`src/rtl/lcd_pkg.sv`:
```
// Shared definitions for the two-requester LCD arbiter: requester count,
// FSM state encoding and a one-hot to index helper.
package lcd_pkg;

  localparam int NUM_REQ = 2;

  typedef enum logic [1:0] {
    ST_IDLE      = 2'd0,
    ST_GRANT     = 2'd1,
    ST_ISSUE     = 2'd2,
    ST_WAIT_DONE = 2'd3
  } lcd_state_e;

  // With two requesters the owner index is simply the upper bit of the one-hot grant.
  function automatic logic onehot_idx(input logic [NUM_REQ-1:0] oh);
    return oh[1];
  endfunction

endpackage

```
`src/rtl/rr_pick2.sv`:
```
// Two-way round-robin picker: on a tie the requester that was not served last wins.
module rr_pick2
  import lcd_pkg::*;
(
  input  logic [NUM_REQ-1:0] req_i,
  input  logic               pointer_i,
  output logic [NUM_REQ-1:0] choice_o
);

  // pointer_i holds the index of the requester served most recently.
  always_comb begin
    choice_o = '0;
    case (req_i)
      2'b01:   choice_o = 2'b01;
      2'b10:   choice_o = 2'b10;
      2'b11:   choice_o = pointer_i ? 2'b01 : 2'b10;
      default: choice_o = 2'b00;
    endcase
  end

endmodule

```
`src/rtl/lcd_arbiter.sv`:
```
// Arbitrates two byte-stream requesters onto one LCD driver, one whole message
// per grant, with an idle timeout that revokes a stalled grant.
module lcd_arbiter
  import lcd_pkg::*;
#(
  parameter int TIMEOUT = 1024
) (
  input  logic       clock,
  input  logic       internal_reset,
  input  logic [1:0] req,
  input  logic [1:0] valid,
  input  logic [1:0] last,
  input  logic [7:0] data0,
  input  logic [7:0] data1,
  input  logic       rs0,
  input  logic       rs1,
  output logic [1:0] grant,
  output logic [1:0] accept,
  output logic       abort,
  input  logic       lcd_busy,
  output logic [7:0] lcd_data,
  output logic       lcd_rs,
  output logic       data_ready
);

  localparam int CW = (TIMEOUT > 1) ? $clog2(TIMEOUT) : 1;
  localparam logic [CW-1:0] CNT_MAX = CW'(TIMEOUT - 1);

  lcd_state_e state_q, state_d;
  logic [1:0]    grant_q, grant_d;
  logic          ptr_q, ptr_d;
  logic [CW-1:0] cnt_q, cnt_d;
  logic [7:0]    lcdData_q, lcdData_d;
  logic          lcdRs_q, lcdRs_d;
  logic          last_q, last_d;

  logic       owner;
  logic       ownerReq;
  logic       ownerValid;
  logic       ownerLast;
  logic [7:0] ownerData;
  logic       ownerRs;
  logic [1:0] pick;

  assign owner      = onehot_idx(grant_q);
  assign ownerReq   = req[owner];
  assign ownerValid = valid[owner];
  assign ownerLast  = last[owner];
  assign ownerData  = owner ? data1 : data0;
  assign ownerRs    = owner ? rs1 : rs0;

  rr_pick2 u_pick (
    .req_i     (req),
    .pointer_i (ptr_q),
    .choice_o  (pick)
  );

  always_comb begin
    state_d    = state_q;
    grant_d    = grant_q;
    ptr_d      = ptr_q;
    cnt_d      = cnt_q;
    lcdData_d  = lcdData_q;
    lcdRs_d    = lcdRs_q;
    last_d     = last_q;
    accept     = 2'b00;
    abort      = 1'b0;
    data_ready = 1'b0;

    case (state_q)
      ST_IDLE: begin
        if (|req) begin
          state_d = ST_GRANT;
          grant_d = pick;
          cnt_d   = '0;
        end
      end

      // A present byte takes precedence over the idle checks; the counter only
      // advances while the owner has nothing to offer.
      ST_GRANT: begin
        if (ownerValid) begin
          if (!lcd_busy) begin
            lcdData_d = ownerData;
            lcdRs_d   = ownerRs;
            last_d    = ownerLast;
            state_d   = ST_ISSUE;
          end
        end else if (!ownerReq || (cnt_q == CNT_MAX)) begin
          abort   = 1'b1;
          state_d = ST_IDLE;
          grant_d = 2'b00;
          ptr_d   = owner;
          cnt_d   = '0;
        end else begin
          cnt_d = cnt_q + CW'(1);
        end
      end

      ST_ISSUE: begin
        data_ready = 1'b1;
        if (lcd_busy) begin
          accept  = grant_q;
          state_d = ST_WAIT_DONE;
        end
      end

      ST_WAIT_DONE: begin
        if (!lcd_busy) begin
          if (last_q) begin
            state_d = ST_IDLE;
            grant_d = 2'b00;
            ptr_d   = owner;
          end else begin
            state_d = ST_GRANT;
            cnt_d   = '0;
          end
        end
      end

      default: state_d = ST_IDLE;
    endcase
  end

  // Pointer resets to 1 so requester 0 wins the first tie.
  always_ff @(posedge clock) begin
    if (internal_reset) begin
      state_q   <= ST_IDLE;
      grant_q   <= 2'b00;
      ptr_q     <= 1'b1;
      cnt_q     <= '0;
      lcdData_q <= 8'h00;
      lcdRs_q   <= 1'b0;
      last_q    <= 1'b0;
    end else begin
      state_q   <= state_d;
      grant_q   <= grant_d;
      ptr_q     <= ptr_d;
      cnt_q     <= cnt_d;
      lcdData_q <= lcdData_d;
      lcdRs_q   <= lcdRs_d;
      last_q    <= last_d;
    end
  end

  assign grant    = grant_q;
  assign lcd_data = lcdData_q;
  assign lcd_rs   = lcdRs_q;

endmodule

```
`config.mk`:
```
export PLATFORM = sky130hd
export DESIGN_NAME = lcd_arbiter
export DESIGN_NICKNAME = d
export VERILOG_FILES = /design/src/rtl/lcd_pkg.sv /design/src/rtl/rr_pick2.sv /design/src/rtl/lcd_arbiter.sv
export SDC_FILE = /design/constraint.sdc
export NUM_CORES = 1
export LEC_CHECK = 0
export CORE_MARGIN = 2
export CORE_UTILIZATION = 30
export DETAILED_ROUTE_END_ITERATION = 10
export GPL_ROUTABILITY_DRIVEN = 0
export HOLD_SLACK_MARGIN = 0.1
export PLACE_DENSITY_LB_ADDON = 0.3
export SYNTH_ARGS = -nofsm -noshare
export SYNTH_HDL_FRONTEND = slang
export SYNTH_HIERARCHICAL = 1
export SYNTH_SLANG_ARGS = --single-unit
```
`constraint.sdc`:
```
create_clock -name clock -period 3.17 [get_ports clock]
set_clock_uncertainty 0.05 [all_clocks]
set_input_delay 0.951 -clock clock [delete_from_list [all_inputs] [get_ports clock]]
set_output_delay 0.951 -clock clock [all_outputs]
set_load 0.005 [all_outputs]
```
Word level (Yosys, flattened, before mapping)
Cells that the tools add are included.
{"block": "word_totals", "regBits": 25, "in_bits": 27, "word_cells": 77}
{"block": "op_classes", "n_mux": 40, "add_sub_neg": 1, "reduce_logical": 11, "n_eq_ne": 16, "n_bitwise": 1, "order_cmp": 1}
{"cell": "10-bit 2-to-1 mux", "n": 5}
{"cell": "10-bit case mux with 3 select lines", "n": 1}
{"cell": "2-bit 2-to-1 mux", "n": 13}
{"cell": "1-bit 2-to-1 mux", "n": 16}
{"cell": "5-bit AND reduction", "n": 3}
{"cell": "2-bit != test (second input constant)", "n": 7}
{"cell": "2-bit case mux with 3 select lines", "n": 2}
{"cell": "10-bit by 1-bit adder with 10-bit output (second input constant)", "n": 1}
{"cell": "10-bit equality test (second input constant)", "n": 1}
{"cell": "2-bit equality test (second input constant)", "n": 4}
{"cell": "8-bit 2-to-1 mux", "n": 1}
{"cell": "2-bit case mux with 4 select lines", "n": 1}
{"cell": "3-bit != test (second input constant)", "n": 2}
{"cell": "6-bit AND reduction", "n": 1}
{"cell": "2-bit by 1-bit equality test with 1-bit output (second input constant)", "n": 2}
{"cell": "3-bit AND reduction", "n": 1}
{"cell": "3-bit nonzero test", "n": 1}
{"cell": "2-bit zero test", "n": 1}
{"cell": "1-bit by 2-bit < comparator with 1-bit output (second input constant)", "n": 1}
{"cell": "1-bit case mux with 2 select lines", "n": 1}
{"cell": "2-bit nonzero test", "n": 1}
{"cell": "2-bit OR reduction", "n": 1}
{"cell": "1-bit zero test", "n": 1}
{"cell": "1-bit logical OR", "n": 1}
{"cell": "1-bit NOT", "n": 1}

Depth between registers and ports, before layout
{"block": "logic_depth", "ltp_word": 7, "depth_mapped": 7, "ltp_nobuf": 6}

Cells and area by module
The synthesis kept the hierarchy.
{"mod": "lcd_arbiter", "cells_each": 173, "n_inst": 1, "area_each_um2": 1512.7}
{"mod": "rr_pick2", "cells_each": 3, "n_inst": 1, "area_each_um2": 18.8}

Worst setup path after synthesis
OpenSTA, ideal clock, no wires.
{"block": "synth_path", "kind": "input to register", "startpoint": "in valid[0]", "endpoint": "reg cnt_q[9]", "arrival_ps": 2423, "setup_slack_ps": 623, "stages": 5, "required_ps": 3046, "path_cell_list": "mux2_4 a2111o_1 buf_2 or4_1 a31oi_1"}
{"block": "synth_via", "elab_chain_cells": 4}
{"item": "start, declared", "line": "lcd_arbiter.sv:11", "rtl": "input logic [1:0] valid,"}
{"item": "1-bit 2-to-1 mux (implied by the code) (2 in a row)", "line": "lcd_arbiter.sv:47", "rtl": "assign ownerValid = valid[owner];"}
{"item": "2-bit != test (no source line)"}
{"item": "5-bit AND reduction (no source line)"}
{"item": "end signal, assigned", "line": "lcd_arbiter.sv:139", "rtl": "cnt_q <= cnt_d;"}
{"item": "end, declared", "line": "lcd_arbiter.sv:32", "rtl": "logic [CW-1:0] cnt_q, cnt_d;"}
No other way between the ends. The select of a mux whose other input is x is not followed.
A chain may end at the register's enable or synchronous reset.

Final worst setup path
{"block": "layout_path", "startpoint": "in lcd_busy", "endpoint": "out accept[1]"}
{"block": "layout_via", "elab_chain_cells": 2}
{"item": "start, declared", "line": "lcd_arbiter.sv:20", "rtl": "input logic lcd_busy,"}
{"item": "2-bit 2-to-1 mux", "line": "lcd_arbiter.sv:102", "rtl": "if (lcd_busy) begin"}
{"item": "2-bit 2-to-1 mux", "line": "lcd_arbiter.sv:70", "rtl": "case (state_q)"}
{"item": "end, declared", "line": "lcd_arbiter.sv:18", "rtl": "output logic [1:0] accept,"}
No other way between the ends.

==> flow_summary.ini <==
[status]
status = complete, no violations

[timing]
fin_crit_sh_pct = 97.00
setup_slack_ps = 95.18
slew_violations = 0
slew-limit-headroom_pct = 53.99
whs_ps = 445.9
max_freq_mhz = 325.2
hold_viol_final = 0
finalSetupViolations = 0
tightest_slew_ps = 690.2
layout_min_cycle_time_ps = 3075

[place]
port_buffers = 41
dpl.hpwl_um = 2696
dp.cells = 290
dp_slack_ps = -145.2

[worst_setup_path]
path_class = in2out
cp_slowest_cell = clkdlybuf4s50_1
cp_num_buf_inv = 2
critPathArrivalTime_ps = 2070
crit_required_ps = 2170
cp-start-kind = input pin
critical_path.cell_chain = clkdlybuf4s50_1 -> and3_1 -> clkdlybuf4s50_1
critPathMaxFanout = 3
cpMostUsedCell = clkdlybuf4s50_1
critPathCaptureType = output port
cpPeakStageDelay_ps = 490
path_delay_family = buffers and inverters

[drt]
vias = 1531
dr.pass1.iters = 4
wl_um = 3783
postRouteAntennaNets = 0
wire_per_inst_um = 12.32
viasPerCell = 4.987
drtIter0Drc = 102
post-route-drc-count = 0

[clock_network]
h-tree-depth = 1
clk_latency_ps = 270
clk_pin_slew_worst_paths_ps = 90
numCtsBuffers = 3
clk_path_buf_depth = 2
tritoncts = done
cts_hold_buf = 0
cts_root_buf = clkbuf_8
cts_num_sinks = 25

[synth]
syn_nets = 209
ys_ff_latch = 25
synth_common_cells = dfxtp_1, nor2_1, mux2i_1
yosysUniqueCellTypes = 46
synth-edff-count = 0
synth_top_area_share_pct = 32.68
synth_most_common_cell = dfxtp_1
async_reset_ff_share_pct = 0
netlist.top_cell.by_area = dfxtp_1
seq_area_frac_synth_pct = 32.68
syn_avg_cell_area_um2 = 8.702
ys.flop_type = dfxtp_1
syn_inst = 176
ys_warn_count = 6
synthTopCellsByArea = dfxtp_1, mux2i_1, a211oi_1, ha_1, nor2_1
syn-cell-area_mm2 = 0.001531

[power]
power_density_mw_per_mm2 = 407.2
leakagePower_nw = 0.8244
vdd_ir_drop_max_v = 0.0001475
seq_power_share_pct = 39.5
power.total_mw = 0.9121
internal_power_mw = 0.6248
p_switching_mw = 0.2873
p_clk_share_pct = 21.5
combPwrFrac_pct = 39.0
switching_share_pct = 31.49

[grt]
antenna_found_initial = 0
grtUsageTotal_pct = 14.95
grt-ovfl-total = 0
grt_pass1_wl_um = 6686
grt_max_degree = 22
grt_pass1_vias = 1481

[floorplan]
coreArea_mm2 = 0.005010
die_w_um = 75.45
start_util_pct = 30.57
rows = 26
die_h_um = 75.45
ios = 42
die_area_mm2 = 0.005693

[cells_and_area]
final_nets = 271
antenna_cells = 0
fin_util_pct = 44.71
drive_gt1_share_pct = 16.88
fillers = 520
instances_no_fill = 307
syn_to_final_growth_pct = 46.24

[run]
max_cap_violations = 0

[min_path]
min-delay-path-class = reg2reg
==> cells by family after synthesis <==
kind of cell             synth area share (%)
adder cells (fa/ha/maj)                 4.902
AO/OA/AOI/OAI                           22.06
AND/OR/NAND/NOR                         22.80
multiplexers                            11.60
buffers and inverters                   5.964
flip-flops                              32.68
==> per-stage QoR <==
step	setup TNS [ps]	cell area (µm²)
2_1_floorplan	0	1531
5_1_grt	-2.351	2240
3_3_place_gp	-147.0	2088
6_report	0	2240
3_5_place_dp	-145.2	2088
4_1_cts	0	2223
==> worst reg2reg max path: cells and delay by family, from the launching register on <==
family,cells,cell delay (ps)
buffers and inverters,13,1640
multiplexers,2,260
AO/OA/AOI/OAI,2,200
flip-flops,1,470
==> timing repair <==
item,CTS,global route
resized for setup,3,2
setup buffers,12,1
pin swaps,0,1
endpoints found under the setup margin,1,2
==> sequential cells by signal, summed over array words and instances (netlist names), named ones only <==
register / count
last_q: 1
lcd_rs: 1
lcd_data: 8
grant: 2
cnt_q: 10
state_q: 1
ptr_q: 1
==> power groups by stage <==
stage | clock network [mW] | logic, mW | registers [mW]
2_1_floorplan | 0 | 0.192 | 0.362
3_3_place_gp | 0 | 0.321 | 0.367
3_5_place_dp | 0 | 0.322 | 0.367
4_1_cts | 0.207 | 0.345 | 0.360
5_1_grt | 0.214 | 0.397 | 0.364
6_report | 0.196 | 0.356 | 0.360
==> placed cells by master, fill, tap and decap left out, types with 4 or more instances in the layout <==
cell type / netlist / routed
o32ai_1: 4 / 4
inv_1: 8 / 8
a21oi_1: 6 / 5
nand2b_1: 4 / 4
a211oi_1: 11 / 11
nand3_1: 5 / 5
dfxtp_1: 25 / 25
ha_1: 6 / 6
nand2_1: 8 / 8
clkdlybuf4s50_1: 0 / 38
nor2_1: 16 / 16
and3_1: 4 / 4
buf_4: 1 / 29
nand3b_1: 5 / 5
a31oi_1: 4 / 4
mux2i_1: 14 / 14
nand4_1: 6 / 6
==> final cells by class <==
type / count / area [µm²] / area share [%]
multi-input cells: 130 / 948.4 / 42.35
repair buffers: 70 / 624.3 / 27.88
flip-flops and latches: 25 / 500.5 / 22.35
well taps: 70 / 87.58 / 3.911
clock buffers: 3 / 41.29 / 1.844
inverters: 8 / 30.03 / 1.341
clock inverters: 1 / 7.507 / 0.3352
==> final timing paths <==
check	from	end	slack (ps)	cells after the start
worst max-delay path	lcd_busy	accept[1]	100	3
worst max register to register	grant[1]	grant[1]	470	17
worst min-delay path	cnt_q[1]	cnt_q[1]	450	2
worst min register to register	cnt_q[1]	cnt_q[1]	450	2
==> layer usage <==
metal | routed length, µm | vias up | GRT usage [%]
met1 | 1726 | 699 | 19.69
met2 | 1807 | 34 | 24.25
met3 | 151 | 11 | 2.513
li1 | - | 787 | -
met4 | 98 | 0 | 6.238
met5 | 0 | - | 0
(Power assumes the default switching activity.)
==> RTL change 1: new RTL, same flow settings <==
Take the reset off `lcdData_q` and load it in a clocked block of its own.
--- a/src/rtl/lcd_arbiter.sv
+++ b/src/rtl/lcd_arbiter.sv
@@ -130,5 +130,4 @@
       ptr_q     <= 1'b1;
       cnt_q     <= '0;
-      lcdData_q <= 8'h00;
       lcdRs_q   <= 1'b0;
       last_q    <= 1'b0;
@@ -138,8 +137,11 @@
       ptr_q     <= ptr_d;
       cnt_q     <= cnt_d;
-      lcdData_q <= lcdData_d;
       lcdRs_q   <= lcdRs_d;
       last_q    <= last_d;
     end
+  end
+
+  always_ff @(posedge clock) begin
+    lcdData_q <= lcdData_d;
   end
 
Check against the original RTL: differs if internal_reset is asserted again (counterexample within 4 cycles, from zero or initial values and one cycle with internal_reset high); with internal_reset held inactive, the same outputs for 10 cycles.
==> RTL change 1 against the unedited design <==
  * Core utilization down 0.65 points
  * Total power up 17%
  * Synthesized cell count down 9.7%
  * Final area down 5.3%
  * Routed wire length up 4.3%
  * Worst hold slack better by 13 ps
  * Critical path depth up 1
  * Synthesized area down 0.16%
  * Setup slack worse by 39 ps
  * Critical path type unchanged
  * Sequential cell count unchanged
  * Die area down 0.16%
==> RTL change 1: results (changes against the unedited design) <==
** STA
- The slew at the pin closest to its max-slew limit came to 626 ps (was 690 ps).

** Layout
- The post-layout net count is 242 (was 271).
- Proportion of layout cells with a drive suffix above 1 :: 0.173 (was 0.169)
- N_diodes :: 0 (unchanged)
- Total of fill cells in the finished design :: 497 (was 520)

** CTS
- Setup bufs post-CTS :: 0 (was 12)

** Power and ir drop
- The leakage component of the power is 0.793 nW (was 0.824 nW).
- Peak supply drop :: 0.176 mV (was 0.147 mV)

** Logic synthesis
- The net count after synthesis came to 192 (was 209).
- The number of flops mapped to enable cells by yosys was 8 (was 0).
- Distinct cell type count of the synthesized netlist :: 47 (was 46)
- Cell types occupying the most area after synthesis: sky130_fd_sc_hd__dfxtp_1, sky130_fd_sc_hd__edfxtp_1, sky130_fd_sc_hd__mux2_2 (was sky130_fd_sc_hd__dfxtp_1, sky130_fd_sc_hd__mux2i_1, sky130_fd_sc_hd__a211oi_1).
- The part of the Yosys area used for sequential elements is 0.380 (was 0.327).
- Most frequent cells after synthesis: sky130_fd_sc_hd__dfxtp_1, sky130_fd_sc_hd__mux2_2, sky130_fd_sc_hd__nand2_1, sky130_fd_sc_hd__inv_1 (was sky130_fd_sc_hd__dfxtp_1, sky130_fd_sc_hd__nor2_1, sky130_fd_sc_hd__mux2i_1, sky130_fd_sc_hd__a211oi_1, sky130_fd_sc_hd__clkbuf_1).

** Place
- The worst setup timing slack at the placement stage came to -264 ps (was -145 ps).
- HPWL after detailed placement :: 2990 um (was 2700 um)

** Global route
- Total routing usage reported by global routing :: 0.140 (was 0.150)
- The pin count of the biggest net entering global routing is 16 (was 22).
- The wire length of the first global-routing pass came to 6200 um (was 6690 um).
- Number of global-route vias before repair :: 1299 (was 1481)

** Routing
- Detailed router's first-iteration violation count :: 53 (was 102)
- Post-detailed-route wirelength per cell :: 14.3 um (was 12.3 um)
- The total number of vias came to 1438 (was 1531).

** Worst setup path
- Largest stage delay on the critical path :: 420 ps (was 490 ps)
- The data arrival time of the critical path was 2110 ps (was 2070 ps).

** Run status
- Result of the run :: finished, final reports clean (unchanged)
[RTL change 1: changes by cell type after synthesis, moves of 4 or more]
cell	delta
sky130_fd_sc_hd__mux2i_1	-10
sky130_fd_sc_hd__dfxtp_1	-8
sky130_fd_sc_hd__edfxtp_1	+8
sky130_fd_sc_hd__mux2_2	+8
sky130_fd_sc_hd__nor2_1	-8
sky130_fd_sc_hd__clkbuf_1	-7
sky130_fd_sc_hd__a211oi_1	-5
sky130_fd_sc_hd__nand3b_1	-5
sky130_fd_sc_hd__a31oi_1	-4
sky130_fd_sc_hd__nor3_1	+4
[RTL change 1: cells by family (layout without fill, tap and decap cells)]
| kind of cell | after synthesis | after routing | synth area share |
|---|---|---|---|
| flip-flops | 25 | 25 | 0.380 |
| AO/OA/AOI/OAI | 39 | 39 | 0.203 |
| AND/OR/NAND/NOR | 58 | 58 | 0.208 |
| buffers and inverters | 16 | 65 | 0.0515 |
| adder cells (fa/ha/maj) | 6 | 6 | 0.0491 |
| multiplexers | 15 | 15 | 0.109 |
[RTL change 1: power groups by stage]
stage               Sequential, mW  Clock (mW)  Combinational [mW]
finish                       0.397       0.189               0.478
CTS                          0.397       0.199               0.479
detailed placement           0.405           0               0.472
global route                 0.403       0.215               0.523
global placement             0.404           0               0.469
floorplan                    0.402           0               0.319
[RTL change 1: layout make-up]
cell class	instances	area share
Multi-Input combinational cell	118	0.417
Sequential cell	25	0.274
Timing Repair Buffer	52	0.233
Tap cell	67	0.0395
Clock buffer	4	0.0212
Inverter	9	0.0159
[RTL change 1: metal layers]
layer,GRT usage,vias to the layer above,share of wire
li1,-,714,-
met1,0.193,661,0.47
met2,0.224,58,0.42
met3,0.0304,5,0.10
met4,0.0351,0,0.012
met5,0,-,0
[RTL change 1: worst paths after layout]
path	start	end	slack (ps)	cells past startpoint
worst max-delay path	req[0]	abort	60	4
worst min-delay path	lcd_rs	lcd_rs	460	2
worst max register to register	flip-flop	cnt_q[6]	990	6
worst min register to register	lcd_rs	lcd_rs	460	2
[RTL change 1: through the flow]
stage | hold slack [ps] | instance area [um^2] | cells | setup TNS [ps]
2_1_floorplan | 419 | 1530 | 159 | 0
3_3_place_gp | 442 | 2060 | 271 | -267
3_5_place_dp | 447 | 2060 | 271 | -264
4_1_cts | 460 | 2120 | 275 | 0
5_1_grt | 485 | 2120 | 275 | 0
6_report | 459 | 2120 | 275 | 0
[RTL change 1: critical path, delay by kind of cell]
| kind | cells | cell delay (ps) |
|---|---|---|
| AOI/OAI and AO/OA | 1 | 170 |
| buffers and inverters | 2 | 670 |
| muxes | 1 | 320 |
[RTL change 1: timing repair]
action,CTS,global route
gates resized for setup,4,1
setup endpoints to repair,1,1
gates cloned,0,0
pin swaps,1,0
==> RTL change 2: new RTL, config.mk and constraints unchanged <==
Made on the original files. Change the parameter `TIMEOUT` from 1024 to 512.
--- a/src/rtl/lcd_arbiter.sv
+++ b/src/rtl/lcd_arbiter.sv
@@ -4,5 +4,5 @@
   import lcd_pkg::*;
 #(
-  parameter int TIMEOUT = 1024
+  parameter int TIMEOUT = 512
 ) (
   input  logic       clock,
Formal check against the unedited RTL: same outputs for any inputs over 10 cycles, from zero or initial values and one cycle with internal_reset high; that may be too few to reach the edited logic, so the function may still have changed.
==> RTL change 2 against the unedited design <==
  * Total power rose by 11%
  * Sequential cell count shrank 1
  * Routed wire length shrank 20%
  * Maximum frequency shrank 0.56%
  * Synthesized area decreased by 11%
  * Setup slack worse by 17 ps
  * Global-route usage is 2.3 points lower
  * First-iteration DRC count shrank 58%
  * Final area down 11%
  * Sequential power is 3% higher
==> RTL change 2: results (changes against the unedited design) <==
** Routing
- The post-route met1 wirelength was 1450 um (was 1730 um).
- The detailed-route vias per instance is 4.81 (was 4.99).
- The wire length per cell after detailed routing is 11.6 um (was 12.3 um).
- Detailed router's first-iteration violation count :: 43 (was 102)
- WL met2 :: 1390 um (was 1810 um)
- Highest metal layer used by the detailed router :: met4 (unchanged)
- Initial DRT Pass Iterations :: 4 (unchanged)
- The routed length on met3 was 112 um (was 151 um).
- The residual antenna-violating net count after detailed routing is 0 (unchanged).
- The total number of vias is 1245 (was 1531).

** CTS
- The buffer depth of the longest clock path was 2 (unchanged).
- Clock-pin slew was measured on the worst setup and hold paths at 80 ps.
- Depth of the CTS H-tree :: 1 (unchanged)
- Inserted Clock Buffers :: 3 (unchanged)
- Insertion delay to the later sink of the worst-skew pair :: 270 ps (about the same)
- Clk root buf :: sky130_fd_sc_hd__clkbuf_8 (unchanged)

** Power and ir drop
- Peak supply drop :: 0.250 mV (was 0.147 mV)
- The leakage component of the power is 0.736 nW (was 0.824 nW).
- The switching part of the total power was 0.313 (was 0.315).

** Place
- HPWL after detailed placement :: 2240 um (was 2700 um)
- The total placed cells including tap cells is 252 (was 290).
- Buffers added on ports :: 41 (unchanged)
- Cell area after placement :: 1890 um^2 (was 2090 um^2)

** Global route
- Total routing usage reported by global routing :: 0.126 (was 0.150)
- Wire length of the first global-routing pass :: 5150 um (was 6690 um)
- The pin count of the biggest net entering global routing came to 21 (was 22).

** Layout
- N_diodes :: 0 (unchanged)
- Register with the most flip-flops :: cnt_q (unchanged)
- Proportion of layout cells with a drive suffix above 1 :: 0.159 (was 0.169)
- The post-layout net count came to 242 (was 271).
- The flip-flop count of the largest register after layout came to 9 (was 10).

** Worst setup path
- The data arrival time of the critical path came to 2090 ps (was 2070 ps).
- Highest net fanout along the worst path :: 3 (unchanged)

** STA
- Worst slew margin relative to its limit :: 0.599 (was 0.540)

** Worst hold path
- Path type of the worst min-delay path :: flip-flop to flip-flop (unchanged)

** Logic synthesis
- Cell types occupying the most area after synthesis: sky130_fd_sc_hd__dfxtp_1, sky130_fd_sc_hd__mux2i_1, sky130_fd_sc_hd__a211oi_1 (unchanged).
- The part of the Yosys area used for sequential elements was 0.353 (was 0.327).
- Number of warnings printed during yosys synthesis :: 6 (unchanged)
- The count of distinct cell types in the synthesized netlist came to 40 (was 46).
- Most frequent cells after synthesis: sky130_fd_sc_hd__nor2_1, sky130_fd_sc_hd__dfxtp_1, sky130_fd_sc_hd__a211oi_1, sky130_fd_sc_hd__mux2i_1, sky130_fd_sc_hd__inv_1 (was sky130_fd_sc_hd__dfxtp_1, sky130_fd_sc_hd__nor2_1, sky130_fd_sc_hd__mux2i_1, sky130_fd_sc_hd__a211oi_1, sky130_fd_sc_hd__clkbuf_1).
- Post-Syn Area per Cell :: 8.90 um^2 (was 8.70 um^2)
- The proportion of synthesized flip-flops having asynchronous set or reset is 0 (unchanged).
- The net count after synthesis came to 187 (was 209).

** Run status
- Result of the run :: finished, final reports clean (unchanged)
[RTL change 2: metal layers]
layer | GRT usage | up-vias
met5 | 0 | -
met4 | 0.0566 | 0
met3 | 0.0155 | 5
met2 | 0.215 | 30
met1 | 0.160 | 558
li1 | - | 652
[RTL change 2: worst paths after layout]
kind,startpoint,end,slack [ps],cells after the start
setup reg to reg,cnt_q[0],cnt_q[0],970,11
setup / recovery,lcd_busy,accept[0],80,3
hold / removal,lcd_data[0],lcd_data[0],450,2
hold reg to reg,lcd_data[0],lcd_data[0],450,2
[RTL change 2: what timing repair did]
action                     in CTS  in global routing
setup endpoints to repair       1                  0
resized for setup              13                  0
buffers inserted                3                  0
[RTL change 2: kinds of logic after synthesis]
logic type               after synthesis  synth area share
flip-flops                            24             0.353
XOR/XNOR                               7            0.0450
adder cells (fa/ha/maj)                7            0.0643
multiplexers                          13            0.0993
AND/OR/NAND/NOR                       53             0.203
AO/OA/AOI/OAI                         32             0.175
buffers and inverters                 17            0.0607
[RTL change 2: cell type report]
class,instances,area [um^2]
clock buffer,3,41.3
clock inverter,1,30.0
inverter,10,37.5
sequential,24,483
timing repair buffer,57,524
multi-input combinational,112,823
fill,404,2350
tap,52,65.1
[RTL change 2: power by group through the flow]
| stage | combinational, mW | sequential [mW] | clock (mW) |
|---|---|---|---|
| after floorplan | 0.237 | 0.370 | 0 |
| after global placement | 0.365 | 0.375 | 0 |
| after detailed placement | 0.363 | 0.376 | 0 |
| after CTS | 0.374 | 0.371 | 0.277 |
| after global routing | 0.415 | 0.375 | 0.289 |
| final | 0.371 | 0.370 | 0.274 |
[RTL change 2: worst max-delay path: stages]
cell,delay (ps)
sky130_fd_sc_hd__clkdlybuf4s50_1,490
sky130_fd_sc_hd__and3_1,150
sky130_fd_sc_hd__clkdlybuf4s50_1,500
[RTL change 2: metrics by stage]
stage / power [mW] / setup slack, ps / hold slack (ps)
5_1_grt: 1.08 / 24.6 / 482
4_1_cts: 1.02 / 66.4 / 455
2_1_floorplan: 0.607 / 778 / 420
6_report: 1.01 / 77.8 / 454
3_3_place_gp: 0.740 / -160 / 430
3_5_place_dp: 0.739 / -212 / 443
